**src/rtl/shreg_deser.sv**
```systemverilog
// rtl/shreg_deser.sv - LSB-first serial-to-parallel receiver with valid/ready handshakes
// Shifts WIDTH accepted bits in from the top so bit i lands in parout[i], then holds the word.
module shreg_deser #(
  parameter int WIDTH = 6,
  localparam int CNT_W = $clog2(WIDTH) + 1
) (
  input  logic             clk,
  input  logic             rst,
  input  logic             init,
  input  logic             start,
  input  logic             serin,
  input  logic             sin_valid,
  output logic             sin_ready,
  output logic [WIDTH-1:0] parout,
  output logic             out_valid,
  input  logic             out_ready,
  output logic             busy,
  output logic             err
);

  typedef enum logic [1:0] {
    IDLE    = 2'd0,
    COLLECT = 2'd1,
    HOLD    = 2'd2
  } state_t;

  state_t           state;
  logic [CNT_W-1:0] cnt;

  localparam logic [CNT_W-1:0] LAST_CNT = CNT_W'(WIDTH - 1);

  assign sin_ready = (state == COLLECT);
  assign busy      = (state == COLLECT);
  assign out_valid = (state == HOLD);

  always_ff @(posedge clk or negedge rst) begin
    if (!rst) begin
      state  <= IDLE;
      parout <= '0;
      cnt    <= '0;
      err    <= 1'b0;
    end else if (init) begin
      state  <= IDLE;
      parout <= '0;
      cnt    <= '0;
      err    <= 1'b0;
    end else begin
      case (state)
        IDLE: begin
          if (start) begin
            state  <= COLLECT;
            parout <= '0;
            cnt    <= '0;
            err    <= 1'b0;
          end
        end
        COLLECT: begin
          if (sin_valid) begin
            parout <= {serin, parout[WIDTH-1:1]};
            if (cnt == LAST_CNT) begin
              state <= HOLD;
              cnt   <= '0;
            end else begin
              cnt <= cnt + 1'b1;
            end
          end
        end
        HOLD: begin
          // A restart clears err even if a stray bit arrives on the same edge.
          if (sin_valid) err <= 1'b1;
          if (out_ready) begin
            if (start) begin
              state  <= COLLECT;
              parout <= '0;
              cnt    <= '0;
              err    <= 1'b0;
            end else begin
              state <= IDLE;
            end
          end
        end
        default: state <= IDLE;
      endcase
    end
  end

endmodule

```
**config.mk**
```make
export PLATFORM = sky130hd
export DESIGN_NAME = shreg_deser
export DESIGN_NICKNAME = d
export VERILOG_FILES = /design/src/rtl/shreg_deser.sv
export SDC_FILE = /design/constraint.sdc
export NUM_CORES = 1
export LEC_CHECK = 0
export ABC_AREA = 1
export CAP_MARGIN = 10
export CORE_UTILIZATION = 49
export CTS_BUF_LIST = sky130_fd_sc_hd__clkbuf_8
export DETAILED_ROUTE_END_ITERATION = 12
export PLACE_DENSITY = 0.75
export SETUP_SLACK_MARGIN = 0.4
export SLEW_MARGIN = 10
export SYNTH_ARGS = -nofsm -noshare
export SYNTH_HDL_FRONTEND = slang
export SYNTH_SLANG_ARGS = --single-unit
export TNS_END_PERCENT = 100
```
**constraint.sdc**
```tcl
create_clock -name clk -period 2.6 [get_ports clk]
set_input_delay 0.52 -clock clk [delete_from_list [all_inputs] [get_ports clk]]
set_output_delay 0.52 -clock clk [all_outputs]
set_load 0.1 [all_outputs]
```
==> load_flow_metrics.sql, run 1 <==
INSERT INTO impl_metrics (metric_group, metric, value, unit) VALUES
('critical_path', 'required_time_at_the_endpoint_of_the_critical_path', '2720', 'ps'),
('clock_network', 'cts.sink_count', '13', ''),
('global_routing', 'total_global_route_track_usage', '20.9', '%'),
('clock_network', 'post-cts-setup-buffer-count', '0', ''),
('floorplan', 'placement_rows', '13', ''),
('synthesis', 'synth_enable_flop_cells', '0', ''),
('drt', 'route.detailed.drc', '0', ''),
('clock_network', 'htree_levels', '1', ''),
('drt', 'initialDrtViolationCount', '16', ''),
('synthesis', 'synth_warnings', '0', ''),
('sta', 'time_the_worst_path_needs_with_i_o_delays_and_setup', '1850', 'ps'),
('sta', 'period_share', '71.0', '%'),
('floorplan', 'fp.dieH', '41.0', 'µm'),
('power_and_ir_drop', 'p_leak', '0.502', 'nW'),
('sta', 'drv_slew', '0', ''),
('power_and_ir_drop', 'power_density_over_the_cells', '911', 'nW/µm²'),
('outcome', 'outcome', 'finished clean', ''),
('synthesis', 'post-synth-top-area-fraction', '43.6', '%'),
('critical_path', 'cp-start-kind', 'input pin', ''),
('placed_design', 'dp.final_hpwl', '1090', 'µm'),
('clock_network', 'insertion_delay', '240', 'ps'),
('synthesis', 'ys_dominant_reg_cell', 'sky130_fd_sc_hd__dfrtp_1', ''),
('placed_design', 'post_dp_cell_area', '881', 'µm²'),
('power_and_ir_drop', 'power.share.switching', '50.0', '%'),
('drt', 'first_pass_detailed_route_iteration_total', '4', ''),
('sta', 'final-hold-violation-count', '0', ''),
('global_routing', 'grt_pass1_wl', '2270', 'µm'),
('sta', 'layout_setup_ws', '754', 'ps'),
('critical_path', 'endpoint_kind', 'flop', ''),
('clock_network', 'num_cts_buffers', '3', ''),
('power_and_ir_drop', 'vdd.ir_drop.worst', '0.000582', 'V'),
('drt', 'post_route_ant_nets', '0', ''),
('clock_network', 'ctsHoldBuffers', '0', ''),
('synthesis', 'seq_area_frac_synth', '43.6', '%'),
('sta', 'fin_hold_ws', '494', 'ps'),
('synthesis', 'netlist_top_cells_count', 'sky130_fd_sc_hd__nand2_1 (30), sky130_fd_sc_hd__dfrtp_1 (13), sky130_fd_sc_hd__nand3_1 (12)', ''),
('placed_design', 'numPortBuffers', '16', ''),
('run', 'timing.max_cap.violations', '0', ''),
('drt', 'route.final.wire_length', '1460', 'µm'),
('synthesis', 'synthMostInstantiatedCell', 'sky130_fd_sc_hd__nand2_1', ''),
('finish', 'postLayoutCoreUtil', '68.6', '%'),
('floorplan', 'design.die.area', '1680', 'µm²'),
('power_and_ir_drop', 'total_power', '844', 'µW'),
('floorplan', 'core_area', '1350', 'µm²'),
('finish', 'area_delta_synth_final', '24.2', '%'),
('sta', 'final-setup-viol-count', '0', ''),
('critical_path', 'critPathArrivalTime', '1970', 'ps'),
('floorplan', 'floorplan.initialDensity', '55.2', '%'),
('global_routing', 'pin_count_of_the_biggest_net_entering_global_routing', '14', ''),
('sta', 'clock.fmax', '0.542', 'GHz'),
('sta', 'relSlewSlack', '59.7', '%'),
('placed_design', 'placed_cells', '123', ''),
('finish', 'fraction_of_layout_instances_using_a_drive_strength_above_1', '25.9', '%'),
('finish', 'post-route-cell-area', '926', 'µm²'),
('sta', 'grt_setup_unrepaired', 'no', ''),
('critical_path', 'critical_path_peak_fanout', '12', ''),
('synthesis', 'synth_area_per_cell', '7.93', 'µm²'),
('synthesis', 'syn-instance-count', '94', ''),
('drt', 'dr_total_vias', '658', ''),
('finish', 'fin_nets', '122', ''),
('critical_path', 'timing.setup.critical_path_class', 'input pin to flop', ''),
('power_and_ir_drop', 'pwr-share-comb', '49.0', '%'),
('drt', 'via_per_inst', '5.18', ''),
('power_and_ir_drop', 'power_frac_seq', '30.4', '%'),
('sta', 'final.setup_skew', '4.36', 'ps'),
('global_routing', 'globalRoute.totalOverflow', '0', ''),
('power_and_ir_drop', 'net_load_switching_power', '422', 'µW'),
('power_and_ir_drop', 'pwr-share-clk', '20.5', '%'),
('synthesis', 'synth-async-reset-ratio', '100', '%'),
('power_and_ir_drop', 'power_internal', '422', 'µW'),
('synthesis', 'ys_seq_elements', '13', '');
registers in the layout (all words and copies together), names as in the netlist:
name,cells
parout,6
err,1
cnt,4
state,2
cell families after synthesis:
| family | count (synthesis) | share of synthesized area [%] |
|---|---|---|
| xor+xnor | 1 | 1.17 |
| fa+ha+maj | 2 | 3.36 |
| flops | 13 | 43.6 |
| buf+inv | 12 | 8.22 |
| simple gates | 60 | 38.3 |
| compound gates | 6 | 5.37 |
path summary, 6_finish.rpt:
check                      cells after the start  slack [ps]        end  startpoint
setup / recovery                               8         750     cnt[2]        init
hold / removal                                 2         490  parout[0]   parout[0]
setup reg to reg                               8        1090     cnt[2]    state[0]
hold reg to reg                                2         490  parout[0]   parout[0]
max in group asynchronous                      1        1540  parout[5]         rst
min in group asynchronous                      1         660   state[1]         rst
cells in the final DEF (no fill, tap or decap):
master                            count
sky130_fd_sc_hd__or2_2                1
sky130_fd_sc_hd__clkbuf_8             3
sky130_fd_sc_hd__nor2_1               7
sky130_fd_sc_hd__o211ai_1             1
sky130_fd_sc_hd__nand2_1             30
sky130_fd_sc_hd__inv_2                3
sky130_fd_sc_hd__nor2_2               2
sky130_fd_sc_hd__a21oi_1              2
sky130_fd_sc_hd__o21ai_0              1
sky130_fd_sc_hd__clkinv_4             1
sky130_fd_sc_hd__o21ai_2              2
sky130_fd_sc_hd__ha_1                 2
sky130_fd_sc_hd__nand2_2              3
sky130_fd_sc_hd__clkdlybuf4s50_1      6
sky130_fd_sc_hd__buf_4               10
sky130_fd_sc_hd__inv_1                6
sky130_fd_sc_hd__clkinv_1             1
sky130_fd_sc_hd__nor2_4               2
sky130_fd_sc_hd__nand4_1              1
sky130_fd_sc_hd__nand3_1             12
sky130_fd_sc_hd__nand3_2              2
sky130_fd_sc_hd__xor2_1               1
sky130_fd_sc_hd__dfrtp_1             13
final cells by class:
cell class	count	area, µm²
inverters	10	42.5
repair buffers	16	135
fillers	126	424
clock inverters	1	3.75
multi-input cells	69	359
well taps	15	18.8
flip-flops and latches	13	325
clock buffers	3	41.3
critical path, stage by stage:
cell and delay (ps):
sky130_fd_sc_hd__clkdlybuf4s50_1 610, sky130_fd_sc_hd__inv_2 100, sky130_fd_sc_hd__nand3_2 100, sky130_fd_sc_hd__nand2_2 80, sky130_fd_sc_hd__nor2_4 250, sky130_fd_sc_hd__inv_2 140
sky130_fd_sc_hd__nand2_1 100, sky130_fd_sc_hd__nand2_1 60
per-layer routing:
| layer | global-route usage (%) | share of wire [%] | routed length [µm] |
|---|---|---|---|
| met4 | 7.50 | 0.82 | 12 |
| met2 | 30.1 | 45 | 655 |
| met3 | 4.89 | 3.3 | 48 |
| met1 | 30.0 | 51 | 745 |
| met5 | 0 | 0 | 0 |
power by group through the flow:
| stage | sequential (mW) | clock (mW) | combinational, mW |
|---|---|---|---|
| 4_1_cts | 0.257 | 0.180 | 0.416 |
| 5_1_grt | 0.262 | 0.188 | 0.443 |
| 3_5_place_dp | 0.260 | 0 | 0.414 |
| 3_3_place_gp | 0.259 | 0 | 0.412 |
| 6_report | 0.257 | 0.173 | 0.414 |
| 2_1_floorplan | 0.293 | 0 | 0.320 |
Power figures use the tool's default switching activity.
==> inputs of run 2 (changes only) <==
clock period = 1.95 ns   (was 2.6 ns; I/O delays follow)
==> run 2 against run 1 <==
Compared with the run above:
- die area did not move
- clock power rose by 40%
- sequential share of layout area is 2.9 points lower
- flip-flop and latch count is the same
- total power grew 54%
==> load_flow_metrics.sql, run 2 (synthesis results as in run 1) <==
INSERT INTO impl_metrics (metric_group, metric, value, unit) VALUES
('clock_network', 'ctsHoldBuffers', '0', ''),
('clock_network', 'num_cts_buffers', '3', ''),
('floorplan', 'boundaryPins', '17', ''),
('finish', 'fin_cells', '132', ''),
('finish', 'antenna-diode-count', '0', ''),
('finish', 'area_delta_synth_final', '35.9', '%'),
('finish', 'post-route-cell-area', '1010', 'µm²'),
('floorplan', 'fp.dieH', '41.0', 'µm'),
('sta', 'final-setup-viol-count', '0', ''),
('sta', 'period_share', '76.7', '%'),
('placed_design', 'numPortBuffers', '16', ''),
('clock_network', 'insertion_delay', '240', 'ps'),
('placed_design', 'post_dp_cell_area', '940', 'µm²'),
('critical_path', 'timing.setup.critical_path_class', 'flop to primary output', ''),
('drt', 'route.detailed.drc', '0', ''),
('critical_path', 'cp-start-kind', 'flop', ''),
('finish', 'most-common-layout-cells', 'sky130_fd_sc_hd__nand2_1 (30), sky130_fd_sc_hd__nand3_1 (12), sky130_fd_sc_hd__dfrtp_1 (12), sky130_fd_sc_hd__buf_4 (12), sky130_fd_sc_hd__nor2_1 (7)', ''),
('sta', 'fin_hold_ws', '507', 'ps'),
('global_routing', 'globalRoute.totalOverflow', '0', ''),
('sta', 'final.setup_skew', '4.86', 'ps'),
('finish', 'largest_register_ff_count', '6', ''),
('clock_network', 'htree_levels', '1', ''),
('sta', 'clock.fmax', '0.669', 'GHz'),
('outcome', 'outcome', 'finished clean', ''),
('power_and_ir_drop', 'power_internal', '677', 'µW'),
('power_and_ir_drop', 'net_load_switching_power', '619', 'µW'),
('finish', 'largest_register', 'parout', ''),
('drt', 'post_route_ant_nets', '0', ''),
('power_and_ir_drop', 'power.share.switching', '47.8', '%'),
('floorplan', 'dieWidth', '41.0', 'µm'),
('power_and_ir_drop', 'power_density_over_the_cells', '1280', 'nW/µm²'),
('global_routing', 'pin_count_of_the_biggest_net_entering_global_routing', '14', ''),
('drt', 'top_layer_used', 'met4', ''),
('sta', 'drv_slew', '0', ''),
('drt', 'route.final.wire_length', '1630', 'µm'),
('placed_design', 'dp.final_hpwl', '1080', 'µm'),
('floorplan', 'core_area', '1350', 'µm²'),
('clock_network', 'cts_tree', 'yes', ''),
('drt', 'dr_total_vias', '658', ''),
('sta', 'fin_tns_setup', '0', 'ps'),
('global_routing', 'total_global_route_track_usage', '20.3', '%'),
('sta', 'final-hold-violation-count', '0', ''),
('drt', 'initialDrtViolationCount', '14', ''),
('clock_network', 'clock_tree.root_cell', 'sky130_fd_sc_hd__clkbuf_8', ''),
('min_path', 'min_path_type', 'flop to flop', ''),
('clock_network', 'cts.sink_count', '13', ''),
('drt', 'via_per_inst', '4.98', ''),
('drt', 'met1_length', '810', 'µm'),
('critical_path', 'crit-reg2reg-launch', 'state[0]', ''),
('min_path', 'worst_hold_startpoint', 'parout[0]', ''),
('sta', 'grt_setup_unrepaired', 'no', ''),
('power_and_ir_drop', 'vdd.ir_drop.worst', '0.000829', 'V'),
('clock_network', 'clk_transition_reported_paths', '60', 'ps'),
('sta', 'relSlewSlack', '60.6', '%'),
('clock_network', 'cts-root-to-sink-buffers', '2', ''),
('sta', 'time_the_worst_path_needs_with_i_o_delays_and_setup', '1490', 'ps'),
('run', 'timing.max_cap.violations', '0', ''),
('floorplan', 'design.die.area', '1680', 'µm²'),
('critical_path', 'required_time_at_the_endpoint_of_the_critical_path', '1560', 'ps'),
('floorplan', 'floorplan.initialDensity', '55.2', '%'),
('placed_design', 'gp_congestion', '0.721', ''),
('finish', 'final_common_cell', 'sky130_fd_sc_hd__nand2_1', ''),
('power_and_ir_drop', 'total_power', '1.30', 'mW'),
('critical_path', 'critical_path_peak_fanout', '5', ''),
('critical_path', 'endpoint_kind', 'primary output', ''),
('placed_design', 'placed_cells', '125', ''),
('drt', 'met2RoutedLength', '752', 'µm'),
('floorplan', 'placement_rows', '13', ''),
('drt', 'first_pass_detailed_route_iteration_total', '5', ''),
('power_and_ir_drop', 'pwr-share-clk', '18.8', '%'),
('critical_path', 'timing.critical_path.from', 'state[0]', ''),
('finish', 'fin_nets', '127', ''),
('global_routing', 'initial_antenna_violation_count', '0', ''),
('finish', 'fraction_of_layout_instances_using_a_drive_strength_above_1', '30.8', '%'),
('power_and_ir_drop', 'power_frac_seq', '27.1', '%'),
('finish', 'top_regs', 'parout x6, cnt x4, state x2', ''),
('drt', 'met3WireLength', '51', 'µm'),
('power_and_ir_drop', 'p_leak', '0.534', 'nW'),
('global_routing', 'first_global_vias', '489', ''),
('critical_path', 'critPathArrivalTime', '1100', 'ps'),
('global_routing', 'grt_pass1_wl', '2150', 'µm'),
('sta', 'worst-slew-pin-transition', '589', 'ps'),
('drt', 'routed_wire_length_per_instance', '12.3', 'µm'),
('power_and_ir_drop', 'pwr-share-comb', '54.2', '%'),
('finish', 'fillers', '103', '');
[run 2: changes by cell type in the layout (fill, tap and decap cells not counted), sizes merged]
| cell | delta |
|---|---|
| inv | -1 |
| buf | +5 |
| clkinv | +1 |
[run 2: critical path, cell delays in order (launching register included)]
cell	delay, ps
sky130_fd_sc_hd__dfrtp_2	460
sky130_fd_sc_hd__nand2_4	130
sky130_fd_sc_hd__clkinv_4	90
sky130_fd_sc_hd__buf_12	170
[run 2: final cells by class]
type / instances / area, µm² / area share, %
Sequential cell: 13 / 327 / 32.2
Clock inverter: 1 / 5.00 / 0.494
Multi-Input combinational cell: 69 / 369 / 36.4
Inverter: 10 / 42.5 / 4.20
Clock buffer: 3 / 41.3 / 4.07
Tap cell: 15 / 18.8 / 1.85
Timing Repair Buffer: 21 / 210 / 20.7
[run 2: path summary, 6_finish.rpt]
check	to	slack [ps]	depth (start not counted)
max	busy	460	3
min	parout[0]	510	2
max reg2reg	parout[5]	570	8
min reg2reg	parout[0]	510	2
max in group asynchronous	state[0]	1010	1
min in group asynchronous	parout[1]	520	1
[run 2: repair_timing]
action                     4_1_cts  5_1_grt
setup buffers                    0        3
resized for setup                0        1
setup endpoints to repair        0       12
[run 2: power groups by stage]
stage	clock [mW]	sequential (mW)	combinational, mW
2_1_floorplan	0	0.396	0.432
3_3_place_gp	0	0.351	0.643
3_5_place_dp	0	0.352	0.650
4_1_cts	0.246	0.348	0.656
5_1_grt	0.260	0.357	0.738
6_report	0.243	0.351	0.702
[run 2: per-stage QoR]
stage               utilization, %  worst slack, ps
finish                        75.1              455
global route                  75.1              386
CTS                           73.0              417
detailed placement            69.6              189
global placement              69.6              226
floorplan                        -              327
[run 2: layer usage]
layer  vias up  GRT usage, %
met3         2          5.43
li1        344             -
met2        12          31.3
met5         -             0
met4         0          7.50
met1       300          27.0
==> inputs of run 3 (changes only) <==
clock period = 1.47 ns   (was 1.95 ns; I/O delays follow)
==> run 3 against run 2 <==
Compared with the run above:
- the run now fails in global routing
- area after synthesis stayed put
- synthesized cell count unchanged
==> load_flow_metrics.sql, run 3 <==
INSERT INTO impl_metrics (metric_group, metric, value, unit) VALUES
('floorplan', 'floorplan.initialDensity', '55.2', '%'),
('synthesis', 'syn-num-nets', '103', ''),
('synthesis', 'synth-async-reset-ratio', '100', '%'),
('clock_network', 'cts.sink_count', '13', ''),
('floorplan', 'placement_rows', '13', ''),
('clock_network', 'num_cts_buffers', '3', ''),
('global_routing', 'pin_count_of_the_biggest_net_entering_global_routing', '14', ''),
('synthesis', 'seq_area_frac_synth', '43.6', '%'),
('placed_design', 'placed_cells', '134', ''),
('sta', 'grt_worst_setup_endpoint', 'parout[2]$_DFFE_PN0P_/D', ''),
('clock_network', 'htree_levels', '1', ''),
('synthesis', 'synth_top_cell_by_area', 'sky130_fd_sc_hd__dfrtp_1', ''),
('placed_design', 'gp_congestion', '0.712', ''),
('synthesis', 'ys_seq_elements', '13', ''),
('outcome', 'lastStage', 'global routing', ''),
('synthesis', 'synth_enable_flop_cells', '0', ''),
('synthesis', 'netlist_top_cells_count', 'sky130_fd_sc_hd__nand2_1 (30), sky130_fd_sc_hd__dfrtp_1 (13), sky130_fd_sc_hd__nand3_1 (12)', ''),
('clock_network', 'ctsHoldBuffers', '0', ''),
('placed_design', 'dp.final_hpwl', '1460', 'µm'),
('sta', 'worst_path_end_type', 'register data pin', ''),
('synthesis', 'syn-instance-count', '94', ''),
('placed_design', 'numPortBuffers', '16', ''),
('floorplan', 'fp.dieH', '41.0', 'µm'),
('placed_design', 'post_dp_cell_area', '1100', 'µm²'),
('synthesis', 'ys_dominant_reg_cell', 'sky130_fd_sc_hd__dfrtp_1', ''),
('synthesis', 'synth_unique_cells', '22', ''),
('outcome', 'outcome', 'stopped before the end', ''),
('synthesis', 'post-synth-top-area-fraction', '43.6', '%'),
('clock_network', 'cts-root-to-sink-buffers', '2', ''),
('floorplan', 'dieWidth', '41.0', 'µm'),
('floorplan', 'boundaryPins', '17', ''),
('synthesis', 'synth_warnings', '0', ''),
('synthesis', 'synth_area_per_cell', '7.93', 'µm²'),
('clock_network', 'clock_tree.root_cell', 'sky130_fd_sc_hd__clkbuf_8', ''),
('synthesis', 'syn_area', '746', 'µm²'),
('outcome', 'flow.first_error', '[ERROR DPL-0038] Utilization greater than 100%, impossible to legalize', ''),
('synthesis', 'area_contributors_post_synth', 'sky130_fd_sc_hd__dfrtp_1 (44%), sky130_fd_sc_hd__nand2_1 (15%), sky130_fd_sc_hd__nand3_1 (8.1%)', ''),
('synthesis', 'synthMostInstantiatedCell', 'sky130_fd_sc_hd__nand2_1', '');
==> run 3: cell counts after synthesis <==
Identical to the previous run, type by type.
==> run 3: what timing repair did <==
action / 4_1_cts
hold endpoints to repair: 0
setup endpoints to repair: 23
gates resized for setup: 17
pin swaps: 8
setup buffers: 15
==> run 3: cell families after synthesis <==
family,synth area share [%]
fa+ha+maj,3.36
xor+xnor,1.17
buf+inv,8.22
flops,43.6
simple gates,38.3
compound gates,5.37
==> run 3: per-stage QoR <==
step                util, %  setup slack (ps)  TNS (ps)
floorplan                 -              -152     -1390
global placement       81.8             -95.3      -695
detailed placement     81.8              -178     -1500
CTS                    98.0               108         0
==> inputs of run 4 (changes only) <==
CORE_AREA = 2 2 63 65   (was unset)
CORE_UTILIZATION = unset   (was 49)
CTS_BUF_LIST = unset   (was sky130_fd_sc_hd__clkbuf_8)
DIE_AREA = 0 0 65 67   (was unset)
PLACE_DENSITY = unset   (was 0.75)
PLACE_DENSITY_LB_ADDON = 0.15   (was unset)
SETUP_SLACK_MARGIN = unset   (was 0.4)
==> run 4 against run 3 <==
Compared with the run above:
- the flow now finishes without violations
==> load_flow_metrics.sql, run 4 (synthesis results as in run 1) <==
INSERT INTO impl_metrics (metric_group, metric, value, unit) VALUES
('outcome', 'outcome', 'finished clean', ''),
('clock_network', 'clock_tree.root_cell', 'sky130_fd_sc_hd__clkbuf_8', ''),
('power_and_ir_drop', 'vdd.ir_drop.worst', '0.000394', 'V'),
('clock_network', 'insertion_delay', '240', 'ps'),
('sta', 'final-setup-viol-count', '0', ''),
('sta', 'grt_setup_unrepaired', 'no', ''),
('global_routing', 'total_global_route_track_usage', '8.97', '%'),
('clock_network', 'post_cts_resize_count', '0', ''),
('clock_network', 'cts_tree', 'yes', ''),
('finish', 'fraction_of_layout_instances_using_a_drive_strength_above_1', '33.1', '%'),
('global_routing', 'first_global_vias', '712', ''),
('drt', 'top_layer_used', 'met4', ''),
('floorplan', 'fp.dieH', '67', 'µm'),
('floorplan', 'design.die.area', '4360', 'µm²'),
('sta', 'relSlewSlack', '86.4', '%'),
('sta', 'time_the_worst_path_needs_with_i_o_delays_and_setup', '1400', 'ps'),
('global_routing', 'pin_count_of_the_biggest_net_entering_global_routing', '14', ''),
('power_and_ir_drop', 'pwr-share-clk', '18.4', '%'),
('finish', 'largest_register_ff_count', '6', ''),
('placed_design', 'numPortBuffers', '16', ''),
('critical_path', 'cells_along_the_critical_path', 'nand2_4, clkinv_4, buf_12', ''),
('critical_path', 'endpoint_kind', 'primary output', ''),
('sta', 'drv_slew', '0', ''),
('finish', 'area_delta_synth_final', '57.6', '%'),
('critical_path', 'timing.critical_path.from', 'state[0]', ''),
('clock_network', 'num_cts_buffers', '3', ''),
('sta', 'fin_hold_ws', '353', 'ps'),
('critical_path', 'critical_path_peak_fanout', '5', ''),
('drt', 'route.detailed.drc', '0', ''),
('drt', 'route.final.wire_length', '1710', 'µm'),
('placed_design', 'dp.final_hpwl', '1370', 'µm'),
('global_routing', 'grt_pass1_wl', '3010', 'µm'),
('floorplan', 'dieWidth', '65', 'µm'),
('critical_path', 'slowest_stage', 'sky130_fd_sc_hd__dfrtp_2', ''),
('sta', 'final.setup_skew', '1.35', 'ps'),
('sta', 'layout_setup_ws', '68.0', 'ps'),
('global_routing', 'globalRoute.totalOverflow', '0', ''),
('finish', 'fin_nets', '131', ''),
('finish', 'most-common-layout-cells', 'sky130_fd_sc_hd__nand2_1 (30), sky130_fd_sc_hd__nand3_1 (12), sky130_fd_sc_hd__dfrtp_1 (12), sky130_fd_sc_hd__buf_12 (10), sky130_fd_sc_hd__buf_4 (9)', ''),
('power_and_ir_drop', 'power_density_over_the_cells', '1490', 'nW/µm²'),
('run', 'timing.max_cap.violations', '0', ''),
('drt', 'post_route_ant_nets', '0', ''),
('floorplan', 'boundaryPins', '17', ''),
('finish', 'antenna-diode-count', '0', ''),
('clock_network', 'clk_transition_reported_paths', '60', 'ps'),
('critical_path', 'critPathTopFamily', 'flip-flops', ''),
('drt', 'met1_length', '839', 'µm'),
('drt', 'dr_total_vias', '686', ''),
('drt', 'met3WireLength', '97', 'µm'),
('power_and_ir_drop', 'net_load_switching_power', '817', 'µW'),
('sta', 'period_share', '95.4', '%'),
('sta', 'fin_tns_setup', '0', 'ps'),
('critical_path', 'crit-reg2reg-launch', 'cnt[1]', ''),
('finish', 'top_regs', 'parout x6, cnt x4, state x2', ''),
('floorplan', 'placement_rows', '22', ''),
('critical_path', 'critPathMaxStageDelay', '460', 'ps'),
('finish', 'final_common_cell', 'sky130_fd_sc_hd__nand2_1', ''),
('placed_design', 'setup_slack_after_placement', '-125', 'ps'),
('sta', 'final-hold-violation-count', '0', ''),
('critical_path', 'crit_buf_inv', '2', ''),
('drt', 'via_per_inst', '4.06', ''),
('sta', 'worst-slew-pin-transition', '204', 'ps'),
('power_and_ir_drop', 'total_power', '1.75', 'mW'),
('power_and_ir_drop', 'power_internal', '933', 'µW'),
('critical_path', 'cp-start-kind', 'flop', ''),
('power_and_ir_drop', 'p_leak', '0.571', 'nW'),
('drt', 'initialDrtViolationCount', '8', ''),
('critical_path', 'required_time_at_the_endpoint_of_the_critical_path', '1180', 'ps'),
('sta', 'clock.fmax', '0.713', 'GHz'),
('drt', 'first_pass_detailed_route_iteration_total', '3', ''),
('drt', 'met2RoutedLength', '760', 'µm'),
('power_and_ir_drop', 'pwr-share-comb', '55.2', '%'),
('clock_network', 'htree_levels', '1', ''),
('clock_network', 'post-cts-setup-buffer-count', '0', ''),
('placed_design', 'gp_congestion', '0.803', ''),
('finish', 'largest_register', 'parout', ''),
('clock_network', 'cts-root-to-sink-buffers', '2', ''),
('clock_network', 'cts.sink_count', '13', ''),
('floorplan', 'core_area', '3610', 'µm²'),
('power_and_ir_drop', 'power_frac_seq', '26.4', '%'),
('power_and_ir_drop', 'power.share.switching', '46.7', '%'),
('finish', 'postLayoutCoreUtil', '32.6', '%'),
('global_routing', 'initial_antenna_violation_count', '0', ''),
('floorplan', 'floorplan.initialDensity', '20.7', '%'),
('min_path', 'min_path_type', 'input pin to async pin', ''),
('drt', 'routed_wire_length_per_instance', '10.1', 'µm'),
('clock_network', 'ctsHoldBuffers', '0', ''),
('critical_path', 'critPathArrivalTime', '1110', 'ps'),
('critical_path', 'timing.setup.critical_path_class', 'flop to primary output', '');
==> run 4: per-layer routing <==
layer  track usage [%]  up-vias
met2              14.4       15
met1              11.1      316
met4              3.99        0
li1                  -      353
met5                 0        -
met3              2.53        2
==> run 4: power groups by stage <==
| stage | Combinational, mW | Sequential, mW | Clock, mW |
|---|---|---|---|
| CTS | 0.968 | 0.459 | 0.333 |
| detailed placement | 0.965 | 0.464 | 0 |
| global placement | 0.960 | 0.464 | 0 |
| finish | 0.966 | 0.461 | 0.322 |
| floorplan | 0.573 | 0.526 | 0 |
| global route | 1.04 | 0.470 | 0.357 |
==> run 4: through the flow <==
stage	std cells	instance area, µm²
floorplan	94	752
global placement	165	1120
detailed placement	165	1120
global route	169	1170
finish	169	1170
CTS	169	1170
==> run 4: final cells by class <==
class                      count  area [µm²]
clock buffer                   4        45.0
tap                           48        60.1
inverter                      10        42.5
timing repair buffer          25         328
sequential                    13         327
fill                         384        2430
multi-input combinational     69         373
==> run 4: final timing paths <==
| path | to | cells after the start | slack [ps] |
|---|---|---|---|
| setup / recovery | busy | 3 | 70 |
| hold / removal | cnt[0] | 2 | 350 |
| hold reg to reg | cnt[3] | 2 | 520 |
| max in group asynchronous | state[0] | 2 | 940 |
| setup reg to reg | state[0] | 7 | 150 |
| min in group clk | cnt[3] | 2 | 520 |
